<file path="src/rtl/cpu_pkg.sv">
// Shared encodings for the pipeline hazard/forwarding/exception control.
// Holds the PC-source and forwarding-select encodings, the exception FSM
// state type, and small helpers for forwarding and data-hazard detection.
package cpu_pkg;

  typedef enum logic [1:0] {
    PCSEL_SEQ = 2'd0,
    PCSEL_EXC = 2'd1,
    PCSEL_EPC = 2'd2
  } pc_sel_e;

  typedef enum logic [1:0] {
    FWD_RF = 2'd0,
    FWD_M  = 2'd1,
    FWD_W  = 2'd2
  } fwd_e;

  typedef enum logic [1:0] {
    ST_RUN  = 2'd0,
    ST_EXC  = 2'd1,
    ST_ERET = 2'd2
  } exc_state_e;

  // Forwarding source for one operand. MEM is used only when its result was
  // produced in EX (so it already sits in EX/MEM); WB is the fallback.
  function automatic fwd_e fwd_sel(
    input logic [4:0] ra,
    input logic       use_m,
    input logic       wr_m,
    input logic [4:0] waddr_m,
    input logic       ready_m,
    input logic       wr_w,
    input logic [4:0] waddr_w
  );
    fwd_e sel;
    sel = FWD_RF;
    if (ra != '0) begin
      if (use_m && wr_m && (waddr_m == ra) && ready_m)
        sel = FWD_M;
      else if (wr_w && (waddr_w == ra))
        sel = FWD_W;
    end
    return sel;
  endfunction

  // Stall when a pending producer in EX or MEM will not have its result
  // ready by the time this source is consumed (Tnew > Tuse).
  function automatic logic data_hazard(
    input logic [4:0] ra,
    input logic [1:0] tuse,
    input logic       wr_e,
    input logic [4:0] waddr_e,
    input logic [1:0] tnew_e,
    input logic       wr_m,
    input logic [4:0] waddr_m,
    input logic [1:0] tnew_m
  );
    logic hz;
    hz = 1'b0;
    if (ra != '0) begin
      if (wr_e && (waddr_e == ra) && (tnew_e > tuse)) hz = 1'b1;
      if (wr_m && (waddr_m == ra) && (tnew_m > tuse)) hz = 1'b1;
    end
    return hz;
  endfunction

endpackage

</file>
<file path="src/rtl/md_busy_counter.sv">
// Occupancy counter for the multi-cycle mult/div unit.
// Ports:
//   clk, reset  - clock, synchronous active-high reset
//   i_start     - mult/div issued from EX this cycle
//   i_is_div    - the issued op is a divide
//   i_abort     - exception entry; discards any operation in flight
//   o_busy      - unit occupied (counter nonzero), forced low during reset
module md_busy_counter #(
  parameter int unsigned MULT_CYC = 5,
  parameter int unsigned DIV_CYC  = 10
) (
  input  logic clk,
  input  logic reset,
  input  logic i_start,
  input  logic i_is_div,
  input  logic i_abort,
  output logic o_busy
);

  localparam int unsigned MAXC = (MULT_CYC > DIV_CYC) ? MULT_CYC : DIV_CYC;
  localparam int unsigned CW   = $clog2(MAXC + 1);

  logic [CW-1:0] r_cnt;

  // Abort outranks a simultaneous start so an excepting op never lingers.
  always_ff @(posedge clk) begin
    if (reset)
      r_cnt <= '0;
    else if (i_abort)
      r_cnt <= '0;
    else if (i_start)
      r_cnt <= i_is_div ? CW'(DIV_CYC) : CW'(MULT_CYC);
    else if (r_cnt != '0)
      r_cnt <= r_cnt - CW'(1);
  end

  assign o_busy = (r_cnt != '0) && !reset;

endmodule

</file>
<file path="src/rtl/pipe_hazard_ctrl.sv">
// Hazard, forwarding and exception sequencer for the 5-stage pipeline.
// Ports:
//   clk, reset                 - clock, synchronous active-high reset
//   RA*_D / UseAtD*_D / MD_D   - ID-stage sources and their consumption stage
//   Waddr_*/WriteReg_*         - destination and write enable per stage
//   WriteAt*_E/WriteAt*_M      - stage in which EX/MEM results are produced
//   RA1_E, RA2_E, RA2_M        - EX sources and MEM store-data source
//   MDStart_E, MDIsDiv_E       - mult/div issue from EX
//   ExcCode_M, eret_M, Valid_M - MEM-stage exception information
//   int_req                    - masked interrupt request
//   stall_F/D, flush_D/E/M/W   - pipeline register controls
//   PC_sel, exc_take           - PC source and CP0 capture strobe
//   Fwd*                       - forwarding selects (0 RF, 1 EX/MEM, 2 MEM/WB)
//   md_busy                    - mult/div unit occupied
module pipe_hazard_ctrl
  import cpu_pkg::*;
#(
  parameter int unsigned MULT_CYC = 5,
  parameter int unsigned DIV_CYC  = 10
) (
  input  logic       clk,
  input  logic       reset,
  input  logic [4:0] RA1_D,
  input  logic [4:0] RA2_D,
  input  logic       UseAtD1_D,
  input  logic       UseAtD2_D,
  input  logic       MD_D,
  input  logic [4:0] Waddr_E,
  input  logic [4:0] Waddr_M,
  input  logic [4:0] Waddr_W,
  input  logic       WriteReg_E,
  input  logic       WriteReg_M,
  input  logic       WriteReg_W,
  input  logic       WriteAtE_E,
  input  logic       WriteAtM_E,
  input  logic       WriteAtW_E,
  input  logic       WriteAtE_M,
  input  logic       WriteAtM_M,
  input  logic       WriteAtW_M,
  input  logic [4:0] RA1_E,
  input  logic [4:0] RA2_E,
  input  logic [4:0] RA2_M,
  input  logic       MDStart_E,
  input  logic       MDIsDiv_E,
  input  logic [4:0] ExcCode_M,
  input  logic       eret_M,
  input  logic       Valid_M,
  input  logic       int_req,
  output logic       stall_F,
  output logic       stall_D,
  output logic       flush_D,
  output logic       flush_E,
  output logic       flush_M,
  output logic       flush_W,
  output logic [1:0] PC_sel,
  output logic       exc_take,
  output logic [1:0] FwdA_D,
  output logic [1:0] FwdB_D,
  output logic [1:0] FwdA_E,
  output logic [1:0] FwdB_E,
  output logic [1:0] FwdB_M,
  output logic       md_busy
);

  exc_state_e r_state;
  exc_state_e w_state_nxt;
  logic       r_int_pend;
  logic       w_int_take;
  logic       w_exc_det;
  logic       w_eret_det;
  logic       w_data_stall;
  logic       w_md_stall;
  logic       w_stall;
  logic       w_flush_all;
  logic [1:0] w_tnew_e;
  logic [1:0] w_tnew_m;
  logic [1:0] w_tuse1;
  logic [1:0] w_tuse2;
  logic       w_unused;

  // The later-stage producer flags only matter through WriteAtE_*.
  assign w_unused = ^{WriteAtM_E, WriteAtW_E, WriteAtM_M, WriteAtW_M};

  // ---------------- exception FSM ----------------
  always_ff @(posedge clk) begin
    if (reset) r_state <= ST_RUN;
    else       r_state <= w_state_nxt;
  end

  always_comb begin
    w_state_nxt = ST_RUN;
    w_exc_det   = 1'b0;
    w_eret_det  = 1'b0;
    w_int_take  = 1'b0;
    case (r_state)
      ST_RUN: begin
        if (!reset) begin
          w_int_take = r_int_pend && Valid_M;
          if ((ExcCode_M != '0) || w_int_take) begin
            w_exc_det   = 1'b1;
            w_state_nxt = ST_EXC;
          end else if (eret_M) begin
            w_eret_det  = 1'b1;
            w_state_nxt = ST_ERET;
          end
        end
      end
      default: w_state_nxt = ST_RUN;
    endcase
  end

  // Pending interrupt: consumed on the edge it is taken, otherwise sticky.
  always_ff @(posedge clk) begin
    if (reset)           r_int_pend <= 1'b0;
    else if (w_int_take) r_int_pend <= 1'b0;
    else if (int_req)    r_int_pend <= 1'b1;
  end

  // ---------------- mult/div occupancy ----------------
  md_busy_counter #(
    .MULT_CYC (MULT_CYC),
    .DIV_CYC  (DIV_CYC)
  ) u_md_cnt (
    .clk      (clk),
    .reset    (reset),
    .i_start  (MDStart_E),
    .i_is_div (MDIsDiv_E),
    .i_abort  (w_exc_det),
    .o_busy   (md_busy)
  );

  // ---------------- stall logic ----------------
  assign w_tnew_e = WriteAtE_E ? 2'd1 : 2'd2;
  assign w_tnew_m = WriteAtE_M ? 2'd0 : 2'd1;
  assign w_tuse1  = UseAtD1_D ? 2'd0 : 2'd1;
  assign w_tuse2  = UseAtD2_D ? 2'd0 : 2'd1;

  assign w_data_stall =
    data_hazard(RA1_D, w_tuse1, WriteReg_E, Waddr_E, w_tnew_e, WriteReg_M, Waddr_M, w_tnew_m) ||
    data_hazard(RA2_D, w_tuse2, WriteReg_E, Waddr_E, w_tnew_e, WriteReg_M, Waddr_M, w_tnew_m);
  assign w_md_stall   = MD_D && (md_busy || MDStart_E);

  // A redirect flushes the whole pipe, so any stall that cycle is moot.
  assign w_stall     = !reset && !w_exc_det && !w_eret_det && (w_data_stall || w_md_stall);
  assign w_flush_all = reset || w_exc_det || w_eret_det;

  assign stall_F = w_stall;
  assign stall_D = w_stall;
  assign flush_D = w_flush_all;
  assign flush_E = w_flush_all || w_stall;
  assign flush_M = w_flush_all;
  assign flush_W = w_flush_all;

  assign PC_sel   = w_exc_det  ? PCSEL_EXC :
                    w_eret_det ? PCSEL_EPC : PCSEL_SEQ;
  assign exc_take = w_exc_det;

  // ---------------- forwarding ----------------
  always_comb begin
    FwdA_D = FWD_RF;
    FwdB_D = FWD_RF;
    FwdA_E = FWD_RF;
    FwdB_E = FWD_RF;
    FwdB_M = FWD_RF;
    if (!reset) begin
      FwdA_D = fwd_sel(RA1_D, 1'b1, WriteReg_M, Waddr_M, WriteAtE_M, WriteReg_W, Waddr_W);
      FwdB_D = fwd_sel(RA2_D, 1'b1, WriteReg_M, Waddr_M, WriteAtE_M, WriteReg_W, Waddr_W);
      FwdA_E = fwd_sel(RA1_E, 1'b1, WriteReg_M, Waddr_M, WriteAtE_M, WriteReg_W, Waddr_W);
      FwdB_E = fwd_sel(RA2_E, 1'b1, WriteReg_M, Waddr_M, WriteAtE_M, WriteReg_W, Waddr_W);
      FwdB_M = fwd_sel(RA2_M, 1'b0, WriteReg_M, Waddr_M, WriteAtE_M, WriteReg_W, Waddr_W);
    end
  end

endmodule
</file>
<file path="config.mk">
export PLATFORM = sky130hd
export DESIGN_NAME = pipe_hazard_ctrl
export DESIGN_NICKNAME = d
export VERILOG_FILES = /design/src/rtl/cpu_pkg.sv /design/src/rtl/md_busy_counter.sv /design/src/rtl/pipe_hazard_ctrl.sv
export SDC_FILE = /design/constraint.sdc
export NUM_CORES = 1
export LEC_CHECK = 0
export CORE_MARGIN = 8
export CORE_UTILIZATION = 40
export CTS_CLUSTER_DIAMETER = 50
export DETAILED_ROUTE_END_ITERATION = 7
export GPL_TIMING_DRIVEN = 0
export PLACE_DENSITY_LB_ADDON = 0.1
export SLEW_MARGIN = 0
export SYNTH_ARGS = -nofsm -noshare
export SYNTH_HDL_FRONTEND = slang
export SYNTH_SLANG_ARGS = --single-unit
</file>
<file path="constraint.sdc">
create_clock -name clk -period 4.45 [get_ports clk]
set_input_delay 0.89 -clock clk [delete_from_list [all_inputs] [get_ports clk]]
set_output_delay 0.89 -clock clk [all_outputs]
set_load 0.05 [all_outputs]
</file>
==> impl_metrics.ini, run 1 <==
[setup_path]
critical_path.max_fanout = 4
critPathRequiredTime_ns = 3.56
start_kind = input pin
crit_end = stall_D
reg2reg_setup_slack_ns = 2.99
reg2reg_from = u_md_cnt.r_cnt[0]$_SDFFE_PP0P_
path_cells = clkdlybuf4s50_1 -> or4_4 -> or2_1 -> nor4b_4 -> nor4_2 -> nor2_1 -> clkdlybuf4s50_1
critPathMaxStageDelay_ns = 0.71
critPathArrivalTime_ns = 3.40
cp-end-kind = output port
timing.rr.end = u_md_cnt.r_cnt[1]$_SDFFE_PP0P_
reg2reg_depth = 7
critPathKind = input pin to output port
crit_start = RA1_D[1]
path_common_cell = clkdlybuf4s50_1
cp_slowest_cell = clkdlybuf4s50_1

[synthesis]
synth_edf_count = 0
syn_area_um2 = 1304
async_reset_ff_share_pct = 0
synth_top_area_share_pct = 26.20
synth_area_per_cell_um2 = 7.669
synth_warnings = 0
synthFlopType = dfxtp_1
synth_common_cells = 39 x xnor2_1, 15 x xor2_1, 13 x nor2_1
yosys.area.top_type = xnor2_1
synth_area_leaders = xnor2_1 26%, dfxtp_1 11%, xor2_1 10%, nor2_1 3.7%, nand4_1 3.4%
ys_seq_elements = 7
synth_cells = 170
synth.most_common_cell = xnor2_1
seq_area_frac_synth_pct = 10.75
synth.distinct_cells = 46
syn_nets = 235

[cells_and_area]
antenna-diode-count = 0
layout-drive-gt1-share_pct = 6.557
syn_to_final_growth_pct = 60.17
fin_nets = 310
utilization_pct = 67.85

[global_routing]
met1_usage_pct = 16.85
met3_usage_pct = 2.885
grt_start_max_net_pins = 11
grt-busiest-layer = met2
grt_pass1_vias = 1551
gr-total-overflow = 0
grt_util_all_layers_pct = 15.91
met2_usage_pct = 30.78
grt_pass1_wl_mm = 6.955
antenna_found_initial = 0

[power]
vdd_drop_max_mv = 0.05835
p_total_w = 0.0003190
powerDensity_nw_per_um2 = 152.7
p_leak_nw = 0.7317

[floorplan]
die-area_um2 = 5342
die_w_um = 73.09
start_util_pct = 42.36
fp-row-count = 20
chipHeight_um = 73.09
io_pins = 84
coreArea_um2 = 3078

[clock_tree]
clock_latency_ns = 0.25
cts_htree_levels = 1
clockRootBuffer = clkbuf_4
cts_sinks = 7
clk_path_buf_depth = 2
ctsHoldBuffers = 0
numCtsBuffers = 3
cts_tree = yes
clk_pin_slew_ns = 0.05

[place]
place_hpwl_mm = 3.688
port_buffers = 70
globalplace.congestion = 0.8315

[timing]
setup_viol = 0
max_freq_ghz = 0.2332
worstMarginPinSlew_ns = 0.5276
tns_ns = 0
timing.final.crit_share_pct = 96.37
slew_headroom_pct = 64.72
slew_viol_final = 0
min_period_ns = 4.288
rsz0062_at_grt = no
worst_clock_skew_ns = 0.004761
hold_viol = 0

[route]
dr.pass1.iters = 4
vias_per_cell = 5.069
ant_nets = 0
drt_iter0_drc = 32
avgRoutedWirePerCell_um = 14.59
drc = 0
vias = 1460
wirelength_mm = 4.201

[outcome]
status = completed

[hold_path]
hold_path.class = register to register

[job]
cap_violations = 0
## registers in the layout, indices dropped and copies added, names as in the netlist
register / cells
r_int_pend: 1
r_state: 2
u_md_cnt.r_cnt: 4
## cell families (layout without fill, tap and decap cells)
logic type | Yosys count | count (layout) | share of synthesized area (%)
buf+inv | 20 | 94 | 7.198
flops | 7 | 7 | 10.75
compound gates | 18 | 18 | 9.884
other cells | 1 | 1 | 0.2876
xor+xnor | 54 | 54 | 36.28
mux | 1 | 1 | 0.7678
fa+ha+maj | 1 | 1 | 0.9595
simple gates | 68 | 68 | 33.88
## report_power, final
part           switching (W)  internal [W]
Clock              0.0000242     0.0000343
Combinational      0.0000932     0.0000993
Sequential        0.00000201     0.0000659
Total               0.000119      0.000199
## per-layer routing
layer / vias up / wire (um)
met3: 5 / 266
met2: 48 / 2204
met1: 667 / 1691
met5: - / 0
met4: 0 / 38
li1: 740 / -
## how the worst min path moves through the flow
stage                     depth (start not counted)  slack (ns)               startpoint                       to
after detailed placement                          1        0.48  r_int_pend$_SDFFE_PP0P_  r_int_pend$_SDFFE_PP0P_
after floorplan                                   1        0.45  r_int_pend$_SDFFE_PP0P_  r_int_pend$_SDFFE_PP0P_
after global routing                              1        0.53  r_int_pend$_SDFFE_PP0P_  r_int_pend$_SDFFE_PP0P_
after CTS                                         1        0.49  r_int_pend$_SDFFE_PP0P_  r_int_pend$_SDFFE_PP0P_
after global placement                            1        0.47  r_int_pend$_SDFFE_PP0P_  r_int_pend$_SDFFE_PP0P_
final                                             1        0.49  r_int_pend$_SDFFE_PP0P_  r_int_pend$_SDFFE_PP0P_
## cell type report
cell class | count | area, um^2
clock buffer | 4 | 26.28
fill | 293 | 989.7
sequential | 7 | 140.1
timing repair buffer | 70 | 703.2
inverter | 6 | 22.52
multi-input combinational | 143 | 1070
buffer | 14 | 71.32
tap | 44 | 55.05
## critical path: cells and delay by family
kind          cells  cell delay (ns)
simple gates      5             1.29
buf+inv           2             1.21
## layout by cell type, fill, tap and decap left out, drive strengths merged, types with 3 or more instances in the layout
| cell type | Yosys | final |
|---|---|---|
| a21oi | 4 | 4 |
| a31oi | 3 | 3 |
| buf | 5 | 5 |
| clkbuf | 9 | 13 |
| clkdlybuf4s50 | 0 | 69 |
| dfxtp | 7 | 7 |
| inv | 6 | 6 |
| nand2 | 5 | 5 |
| nand2b | 3 | 3 |
| nand4 | 7 | 7 |
| nor2 | 14 | 14 |
| nor3 | 6 | 6 |
| nor4 | 7 | 7 |
| or4 | 5 | 5 |
| xnor2 | 39 | 39 |
| xor2 | 15 | 15 |
## timing repair
action,4_1_cts,5_1_grt
buffers inserted,0,0
setup endpoints to repair,0,1
resized for setup,0,1
## metrics by stage
stage               instances  hold slack, ns  instance area [um^2]  setup WS, ns
floorplan                 170          0.4479                  1304        0.4790
global placement          284          0.4692                  2059       0.04474
detailed placement        284          0.4818                  2059       0.03326
CTS                       288          0.4916                  2086       0.03006
global route              288          0.5322                  2088       0.05687
finish                    288          0.4887                  2088        0.1617
Note: power is estimated with default switching activity, not from simulation.
==> run 2: changes to the inputs <==
--- a/config.mk
+++ b/config.mk
@@ -7,7 +7,7 @@
 export LEC_CHECK = 0
 export CORE_MARGIN = 8
 export CORE_UTILIZATION = 40
-export CTS_CLUSTER_DIAMETER = 50
+export CTS_CLUSTER_DIAMETER = 150
 export DETAILED_ROUTE_END_ITERATION = 7
 export GPL_TIMING_DRIVEN = 0
 export PLACE_DENSITY_LB_ADDON = 0.1
==> results of run 2 <==
The final DEF is identical to that of run 1; final timing and power are the same.
